### config.mk
export PLATFORM = sky130hd
export DESIGN_NAME = fetch_pc_unit
export DESIGN_NICKNAME = d
export VERILOG_FILES = /design/src/rtl/fetch_pc_unit_pkg.sv /design/src/rtl/fetch_pc_unit_return_stack.sv /design/src/rtl/fetch_pc_unit.sv
export SDC_FILE = /design/constraint.sdc
export NUM_CORES = 1
export LEC_CHECK = 0
export ABC_AREA = 1
export CORE_AREA = 5 5 148 178
export DETAILED_ROUTE_END_ITERATION = 16
export DIE_AREA = 0 0 153 183
export HOLD_SLACK_MARGIN = 0.05
export PLACE_DENSITY_LB_ADDON = 0.1
export SKIP_LAST_GASP = 1
export SYNTH_ARGS = -nofsm -noshare
export SYNTH_HDL_FRONTEND = slang
export SYNTH_SLANG_ARGS = --single-unit
### constraint.sdc
create_clock -name clk -period 6.65 [get_ports clk]
set_clock_uncertainty 0.1 [all_clocks]
set_input_delay 1.6625 -clock clk [delete_from_list [all_inputs] [get_ports clk]]
set_output_delay 1.6625 -clock clk [all_outputs]
set_load 0.01 [all_outputs]
### src/rtl/fetch_pc_unit_pkg.sv
// Shared definitions for the fetch PC unit: vector defaults, FSM states,
// jump index field positions and the next-PC source select.
package fetch_pc_unit_pkg;

  localparam logic [31:0] DEF_RESET_VECTOR = 32'h0000_0000;
  localparam logic [31:0] DEF_EXC_VECTOR   = 32'h8000_0180;

  // Jump index field inside the instruction word
  localparam int JIDX_MSB = 25;
  localparam int JIDX_LSB = 0;

  typedef enum logic [1:0] {
    IDLE   = 2'd0,
    RUN    = 2'd1,
    HALTED = 2'd2
  } state_t;

  typedef enum logic [2:0] {
    SEL_HOLD   = 3'd0,
    SEL_SEQ    = 3'd1,
    SEL_BRANCH = 3'd2,
    SEL_JUMP   = 3'd3,
    SEL_JREG   = 3'd4,
    SEL_EXC    = 3'd5
  } pc_sel_t;

endpackage

### src/rtl/fetch_pc_unit_return_stack.sv
// Return-address stack: circular buffer whose write pointer wraps on
// overflow (oldest entry lost) and whose occupancy count saturates at DEPTH.
module return_stack #(
  parameter int DEPTH = 4,
  parameter int WIDTH = 32
) (
  input  logic             clk,
  input  logic             reset,
  input  logic             push,
  input  logic             pop,
  input  logic [WIDTH-1:0] din,
  output logic [WIDTH-1:0] top,
  output logic             empty,
  output logic             overflow,
  output logic             underflow
);

  localparam int PW = $clog2(DEPTH);
  localparam int CW = $clog2(DEPTH) + 1;
  localparam logic [CW-1:0] FULL = CW'(DEPTH);

  logic [WIDTH-1:0] entries [DEPTH];
  logic [PW-1:0]    ptr;      // next free slot
  logic [PW-1:0]    top_idx;  // most recent entry
  logic [CW-1:0]    count;
  logic [PW-1:0]    wr_idx;

  assign top_idx = ptr - PW'(1);
  assign empty   = (count == '0);
  assign top     = empty ? '0 : entries[top_idx];
  // push+pop on a non-empty stack rewrites the top in place
  assign wr_idx  = (pop && !empty) ? top_idx : ptr;

  // Entry storage; no reset needed since count gates visibility
  always_ff @(posedge clk) begin
    if (push) entries[wr_idx] <= din;
  end

  // Pointer, occupancy and status flags
  always_ff @(posedge clk or negedge reset) begin
    if (!reset) begin
      ptr       <= '0;
      count     <= '0;
      overflow  <= 1'b0;
      underflow <= 1'b0;
    end else begin
      underflow <= 1'b0;
      if (push && pop) begin
        // replacing the top of an empty stack degenerates to a plain push
        if (empty) begin
          ptr   <= ptr + PW'(1);
          count <= CW'(1);
        end
      end else if (push) begin
        ptr <= ptr + PW'(1);
        if (count == FULL) overflow <= 1'b1;
        else               count    <= count + CW'(1);
      end else if (pop) begin
        if (empty) begin
          underflow <= 1'b1;
        end else begin
          ptr   <= ptr - PW'(1);
          count <= count - CW'(1);
        end
      end
    end
  end

endmodule

### src/rtl/fetch_pc_unit.sv
// Fetch-stage program counter: prioritised next-PC selection, valid/ready
// throttling, halt, and a return-address stack fed by jal/jalr/jr $ra.
module fetch_pc_unit
  import fetch_pc_unit_pkg::*;
#(
  parameter int          ADDR_WIDTH   = 32,
  parameter logic [31:0] RESET_VECTOR = DEF_RESET_VECTOR,
  parameter logic [31:0] EXC_VECTOR   = DEF_EXC_VECTOR,
  parameter int          RAS_DEPTH    = 4
) (
  input  logic                  clk,
  input  logic                  reset,
  input  logic                  fetch_ready,
  output logic                  fetch_valid,
  output logic [ADDR_WIDTH-1:0] pc,
  output logic [ADDR_WIDTH-1:0] pc_plus4,
  input  logic [31:0]           instruction,
  input  logic                  branch_taken,
  input  logic [ADDR_WIDTH-1:0] branch_offset,
  input  logic                  jump,
  input  logic                  link,
  input  logic                  jump_reg,
  input  logic [ADDR_WIDTH-1:0] jump_reg_target,
  input  logic                  ret,
  input  logic                  exception,
  input  logic                  halt,
  output logic [ADDR_WIDTH-1:0] ras_top,
  output logic                  ras_empty,
  output logic                  ras_overflow,
  output logic                  ras_underflow
);

  localparam int AW = ADDR_WIDTH;
  localparam logic [AW-1:0] RST_PC = AW'(RESET_VECTOR);
  localparam logic [AW-1:0] EXC_PC = AW'(EXC_VECTOR);

  state_t        state, state_next;
  pc_sel_t       pc_sel;
  logic [AW-1:0] pc_next;
  logic [AW-1:0] branch_target, jump_target, jreg_target;
  logic          fire, ras_push, ras_pop;
  logic          unused_bits;

  assign pc_plus4      = pc + AW'(4);
  assign branch_target = pc_plus4 + {branch_offset[AW-3:0], 2'b00};
  assign jump_target   = {pc_plus4[AW-1:28], instruction[JIDX_MSB:JIDX_LSB], 2'b00};
  assign jreg_target   = {jump_reg_target[AW-1:2], 2'b00};
  assign fire          = fetch_valid & fetch_ready;
  assign unused_bits   = ^{instruction[31:26], jump_reg_target[1:0], branch_offset[AW-1:AW-2]};

  // State register
  always_ff @(posedge clk or negedge reset) begin
    if (!reset) state <= IDLE;
    else        state <= state_next;
  end

  // Next state: one idle cycle after reset, then run until halt
  always_comb begin
    state_next = state;
    case (state)
      IDLE:    state_next = RUN;
      RUN:     if (halt) state_next = HALTED;
      HALTED:  state_next = HALTED;
      default: state_next = IDLE;
    endcase
  end

  // Outputs: only RUN issues fetches
  always_comb begin
    fetch_valid = (state == RUN);
  end

  // Redirect priority; redirects override a stall. The fetch offered in the
  // halting cycle is abandoned, so halt suppresses the sequential advance.
  always_comb begin
    pc_sel = SEL_HOLD;
    if (state == RUN) begin
      if      (exception)    pc_sel = SEL_EXC;
      else if (jump_reg)     pc_sel = SEL_JREG;
      else if (jump)         pc_sel = SEL_JUMP;
      else if (branch_taken) pc_sel = SEL_BRANCH;
      else if (fire && !halt) pc_sel = SEL_SEQ;
    end
  end

  // Next-PC mux
  always_comb begin
    pc_next = pc;
    case (pc_sel)
      SEL_EXC:    pc_next = EXC_PC;
      SEL_JREG:   pc_next = jreg_target;
      SEL_JUMP:   pc_next = jump_target;
      SEL_BRANCH: pc_next = branch_target;
      SEL_SEQ:    pc_next = pc_plus4;
      default:    pc_next = pc;
    endcase
  end

  // PC register
  always_ff @(posedge clk or negedge reset) begin
    if (!reset) pc <= RST_PC;
    else        pc <= pc_next;
  end

  // Return stack acts only when a jump or jump-register wins
  assign ras_push = link & ((pc_sel == SEL_JUMP) | (pc_sel == SEL_JREG));
  assign ras_pop  = ret & (pc_sel == SEL_JREG);

  return_stack #(
    .DEPTH (RAS_DEPTH),
    .WIDTH (AW)
  ) u_ras (
    .clk       (clk),
    .reset     (reset),
    .push      (ras_push),
    .pop       (ras_pop),
    .din       (pc_plus4),
    .top       (ras_top),
    .empty     (ras_empty),
    .overflow  (ras_overflow),
    .underflow (ras_underflow)
  );

endmodule

==> run_results.csv, run 1 <==
group,metric,value,unit
run_status,outcome,"finished clean",
worst_setup_path,crit_path_end_kind,"output pin",
clocking,path_clk_slew,0.07,ns
placement,hpwlAfterDp,24.4,mm
worst_setup_path,critPathKind,"reg2out",
logic_synthesis,async_reset_ff_share,24.5,%
placement,placed_cell_area,11900,sq um
die,rows,63,
route,wl_per_cell,19.4,microns
clocking,cts_buffers,17,
timing,layout_min_cycle_time,5.13,ns
timing,fin_ws,1.52,ns
cells_and_area,final_area,12500,sq um
clocking,cts_buffer_depth,2,
clocking,clock_latency,0.43,ns
cells_and_area,fin_util,51.0,%
logic_synthesis,postSynthCellCount,1130,
clocking,cts_resized,0,
cells_and_area,fillCellCount,2355,
timing,tightest_slew,1.09,ns
global_routing,antenna_found_initial,0,
timing,fmaxAchievable,0.195,GHz
timing,slew_violations,0,
job,drv_cap,0,
timing,relSlewSlack,27.2,%
route,vias,8685,
logic_synthesis,synth-edff-count,120,
route,initialDrtViolationCount,608,
cells_and_area,drive_above_1_share,6.59,%
logic_synthesis,synth_warnings,0,
clocking,h-tree-depth,4,
global_routing,grt_use_total,22.5,%
logic_synthesis,avgSynthCellArea,8.49,sq um
timing,whs,0.378,ns
route,antenna_left,0,
cells_and_area,area_growth,30.0,%
cells_and_area,nets,1469,
timing,rsz0062_at_grt,"no",
die,io_pins,206,
die,die_area,28000,sq um
timing,fin_tns_setup,0,ns
logic_synthesis,ys.flop_type,"edfxtp_1",
logic_synthesis,synth_cell_types,49,
clocking,numClockSinks,159,
logic_synthesis,seq_area_frac_synth,47.7,%
clocking,root_buffer,"clkbuf_16",
route,wl,32.3,mm
pwr,finalPower,4.94,mW
die,initial_core_util,39.2,%
global_routing,grt_pass1_wl,48.5,mm
placement,place.gp.congestion,0.950,
route,drt-pass1-iter-count,5,
pwr,p_per_area,396,nW/um^2
worst_hold_path,worstHoldPathType,"reg2reg",
worst_setup_path,cp.arrival,3.37,ns
worst_setup_path,start_kind,"flip-flop",
clocking,post_cts_buffers,0,
global_routing,grt_max_degree,40,
logic_synthesis,yosysTopAreaCell,"edfxtp_1",
die,fp.dieW,153,microns
clocking,postCtsHoldBufs,0,
logic_synthesis,synth_top_area_share,37.6,%
timing,setup_viol,0,
global_routing,grt_pass1_vias,8476,
timing,hold_viol_final,0,
global_routing,grt-ovfl-total,0,
worst_setup_path,path_max_fanout,8,
worst_setup_path,critPathRequiredTime,4.89,ns
cells_and_area,mostFrequentLayoutCells,"nand2_1, clkdlybuf4s50_1, edfxtp_1",
placement,dp_slack,1.31,ns
die,die_h,183,microns
clocking,cts_tree,"built",
cells_and_area,final_common_cell,"nand2_1",
placement,port_buffers,189,
logic_synthesis,yosys_register_bits,159,
logic_synthesis,synthesis.area,9590,sq um
route,drc,0,
timing,fin_crit_sh,77.1,%
pwr,p_leak,5.18,nW
die,core_area,24400,sq um
cells_and_area,stdcell_count,1662,
placement,placed_cells,1629,
pwr,ir_drop,0.206,mV
logic_synthesis,yosys-top-cells-area,"edfxtp_1, nand2_1, dfrtp_1",
route,vias_per_cell,5.23,
-- Yosys cell counts (3+ instances only) --
cell type,n
nand2_2,3
o21bai_1,5
a21oi_1,54
nor2_2,4
xnor2_1,6
nor2_1,79
inv_2,6
nor2_4,3
inv_1,117
xor2_1,19
nand3_1,61
a31oi_1,28
dfrtp_1,39
nor4_1,3
ha_1,38
nand4_1,20
buf_6,3
edfxtp_1,120
clkbuf_1,19
nor3_1,14
nand3b_1,13
a22o_1,44
buf_2,5
o21ai_0,29
nand2_1,346
a22oi_1,8
or2_2,7
buf_4,8
-- flip-flops by register name, indices dropped and copies added, names as in the netlist --
name             cells
u_ras.overflow       1
u_ras.entries      120
u_ras.count          3
pc                  30
u_ras.ptr            2
u_ras.underflow      1
state                2
-- where the power goes --
part / total [mW] / internal (mW) / leakage [nW] / switching [mW]
logic: 2.51 / 1.05 / 3.30 / 1.46
clock network: 1.00 / 0.568 / 0.285 / 0.436
registers: 1.43 / 1.26 / 1.59 / 0.166
-- routing by layer --
layer	global-route usage [%]	wire length [microns]
met5	0	0
met1	28.1	13400
met4	7.95	1030
met2	40.1	16200
met3	3.28	1700
-- critical path, cell delays in order (launching register included) --
cell	delay, ns
dfrtp_1	0.47
ha_1	0.36
nand3_1	0.24
inv_1	0.10
nand2_1	0.14
nor2_1	0.17
xor2_1	0.76
clkdlybuf4s50_1	0.69
-- path summary, 6_finish.rpt --
check	slack (ns)	startpoint	end	cells past startpoint
worst max-delay path	1.52	pc[2]	pc_plus4[18]	7
worst min-delay path	0.38	u_ras.overflow	u_ras.overflow	1
worst max register to register	2.58	pc[2]	pc[16]	15
worst min register to register	0.38	u_ras.overflow	u_ras.overflow	1
max in group asynchronous	4.45	reset	pc[22]	1
min in group asynchronous	1.32	reset	u_ras.overflow	1
-- final cells by class --
class                           instances  area [sq um]  share of cell area, %
Tap cell                              325           407                   3.26
Multi-Input combinational cell        816          4400                   35.3
Inverter                              123           462                   3.70
Clock buffer                           18           429                   3.44
Sequential cell                       159          4580                   36.7
Antenna cell                            1          2.50                 0.0201
Clock inverter                         14           174                   1.39
Timing Repair Buffer                  206          2010                   16.2
-- kinds of logic after synthesis --
logic type                 synth area share, %
and+or+nand+nor                           25.0
buffers and inverters                     6.88
other                                   0.0391
xor gates and xnor gates                  2.28
DFF                                       47.7
adders and majority gates                 5.38
AOI/OAI and AO/OA                         12.7
No activity file was read; power rests on OpenSTA's default activity.
==> inputs of run 2 (changes only) <==
clock period = 4.75 ns   (was 6.65 ns; I/O delays follow)
==> run_results.csv, run 2 (synthesis gave the netlist of run 1 again) <==
group,metric,value,unit
run_status,outcome,"finished clean",
placement,hpwlAfterDp,24.9,mm
cells_and_area,largest_register_ff_count,120,
worst_setup_path,critPathKind,"reg2out",
die,die_h,183,microns
global_routing,grt_pass1_vias,8778,
pwr,p_leak,5.23,nW
timing,rsz0062_at_grt,"no",
cells_and_area,final_common_cell,"nand2_1",
route,antenna_left,0,
clocking,postCtsHoldBufs,0,
die,rows,63,
global_routing,grt-ovfl-total,0,
worst_setup_path,critPathRequiredTime,3.46,ns
worst_setup_path,start_kind,"flip-flop",
global_routing,antenna_found_initial,0,
worst_setup_path,r2r_setup_slack,0.93,ns
worst_setup_path,cp.arrival,3.14,ns
route,drt-pass1-iter-count,5,
timing,whs,0.368,ns
job,drv_cap,0,
global_routing,grt_use_total,23.0,%
timing,setup_viol,0,
clocking,cts_buffers,17,
timing,fin_crit_sh,93.2,%
cells_and_area,multi_input_area,4400,sq um
global_routing,grt_pass1_wl,49.8,mm
die,initial_core_util,39.2,%
die,io_pins,206,
pwr,ir_drop,0.280,mV
clocking,path_clk_slew,0.07,ns
timing,layout_min_cycle_time,4.43,ns
clocking,post_cts_buffers,0,
route,wl_per_cell,19.6,microns
timing,tightest_slew,1.08,ns
die,die_area,28000,sq um
die,fp.dieW,153,microns
route,initialDrtViolationCount,506,
placement,place.gp.congestion,0.920,
timing,relSlewSlack,28.2,%
cells_and_area,fin_util,51.3,%
clocking,cts_resized,0,
timing,fin_tns_setup,0,ns
timing,hold_viol_final,0,
clocking,root_buffer,"clkbuf_16",
route,wl,32.8,mm
cells_and_area,largest_registers,"u_ras.entries x120, pc x30, u_ras.count x3",
placement,port_buffers,189,
clocking,numClockSinks,159,
cells_and_area,n_antenna_cell,0,
cells_and_area,drive_above_1_share,7.49,%
route,drc,0,
pwr,p_per_area,552,nW/um^2
placement,placed_cell_area,12000,sq um
worst_setup_path,path_max_fanout,7,
clocking,h-tree-depth,4,
cells_and_area,mostFrequentLayoutCells,"nand2_1, clkdlybuf4s50_1, edfxtp_1",
cells_and_area,nets,1482,
worst_setup_path,crit_path_end_kind,"output pin",
timing,slew_violations,0,
route,vias_per_cell,5.20,
cells_and_area,area_growth,30.7,%
cells_and_area,seqCellArea,4580,sq um
clocking,cts_buffer_depth,2,
clocking,clock_latency,0.43,ns
global_routing,grt_max_degree,40,
cells_and_area,stdcell_count,1674,
die,core_area,24400,sq um
cells_and_area,fillCellCount,2384,
route,vias,8712,
timing,fmaxAchievable,0.226,GHz
clocking,cts_tree,"built",
placement,placed_cells,1642,
cells_and_area,regMostFlops,"u_ras.entries",
cells_and_area,final_area,12500,sq um
worst_hold_path,worstHoldPathType,"reg2reg",
==> run 2: worst max-delay path: stages, from the launching register on <==
cell and delay (ns):
dfrtp_1 0.51, nand2_1 0.12, nor2_1 0.14, nand2_1 0.08
nor2_2 0.18, nand4_1 0.18, nor2_1 0.17, xor2_1 0.64
clkdlybuf4s50_1 0.68
==> run 2: final cells by class <==
| class | instances | area share (%) |
|---|---|---|
| flip-flops and latches | 159 | 36.5 |
| multi-input cells | 816 | 35.1 |
| repair buffers | 219 | 16.9 |
| inverters | 123 | 3.68 |
| clock buffers | 18 | 3.42 |
| well taps | 325 | 3.25 |
| clock inverters | 14 | 1.17 |
==> run 2: worst paths after layout <==
check | startpoint | cells after the start | endpoint
min in group asynchronous | reset | 1 | u_ras.overflow
hold reg to reg | u_ras.overflow | 1 | u_ras.overflow
setup / recovery | pc[10] | 8 | pc_plus4[19]
max in group asynchronous | reset | 1 | pc[22]
setup reg to reg | pc[2] | 13 | pc[23]
hold / removal | u_ras.overflow | 1 | u_ras.overflow
==> run 2: where the power goes <==
| group | switching, mW | total [mW] | internal (mW) | leakage [nW] |
|---|---|---|---|---|
| sequential | 0.201 | 1.97 | 1.76 | 1.59 |
| combinational | 2.10 | 3.62 | 1.52 | 3.37 |
| clock | 0.625 | 1.32 | 0.699 | 0.272 |
| total | 2.93 | 6.91 | 3.98 | 5.23 |
==> run 2: layer usage <==
metal | track usage (%) | wire length (microns) | share of wire [%]
met1 | 28.3 | 13900 | 42
met2 | 42.1 | 16800 | 51
met3 | 3.14 | 1340 | 4.1
met4 | 6.88 | 774 | 2.4
met5 | 0 | 0 | 0
==> run 2: stage by stage <==
step	worst slack (ns)	total power, mW
after global routing	0.0919	7.36
after detailed placement	0.833	5.62
after global placement	0.836	5.60
final	0.323	6.91
after CTS	0.353	6.96
after floorplan	0.0458	3.87
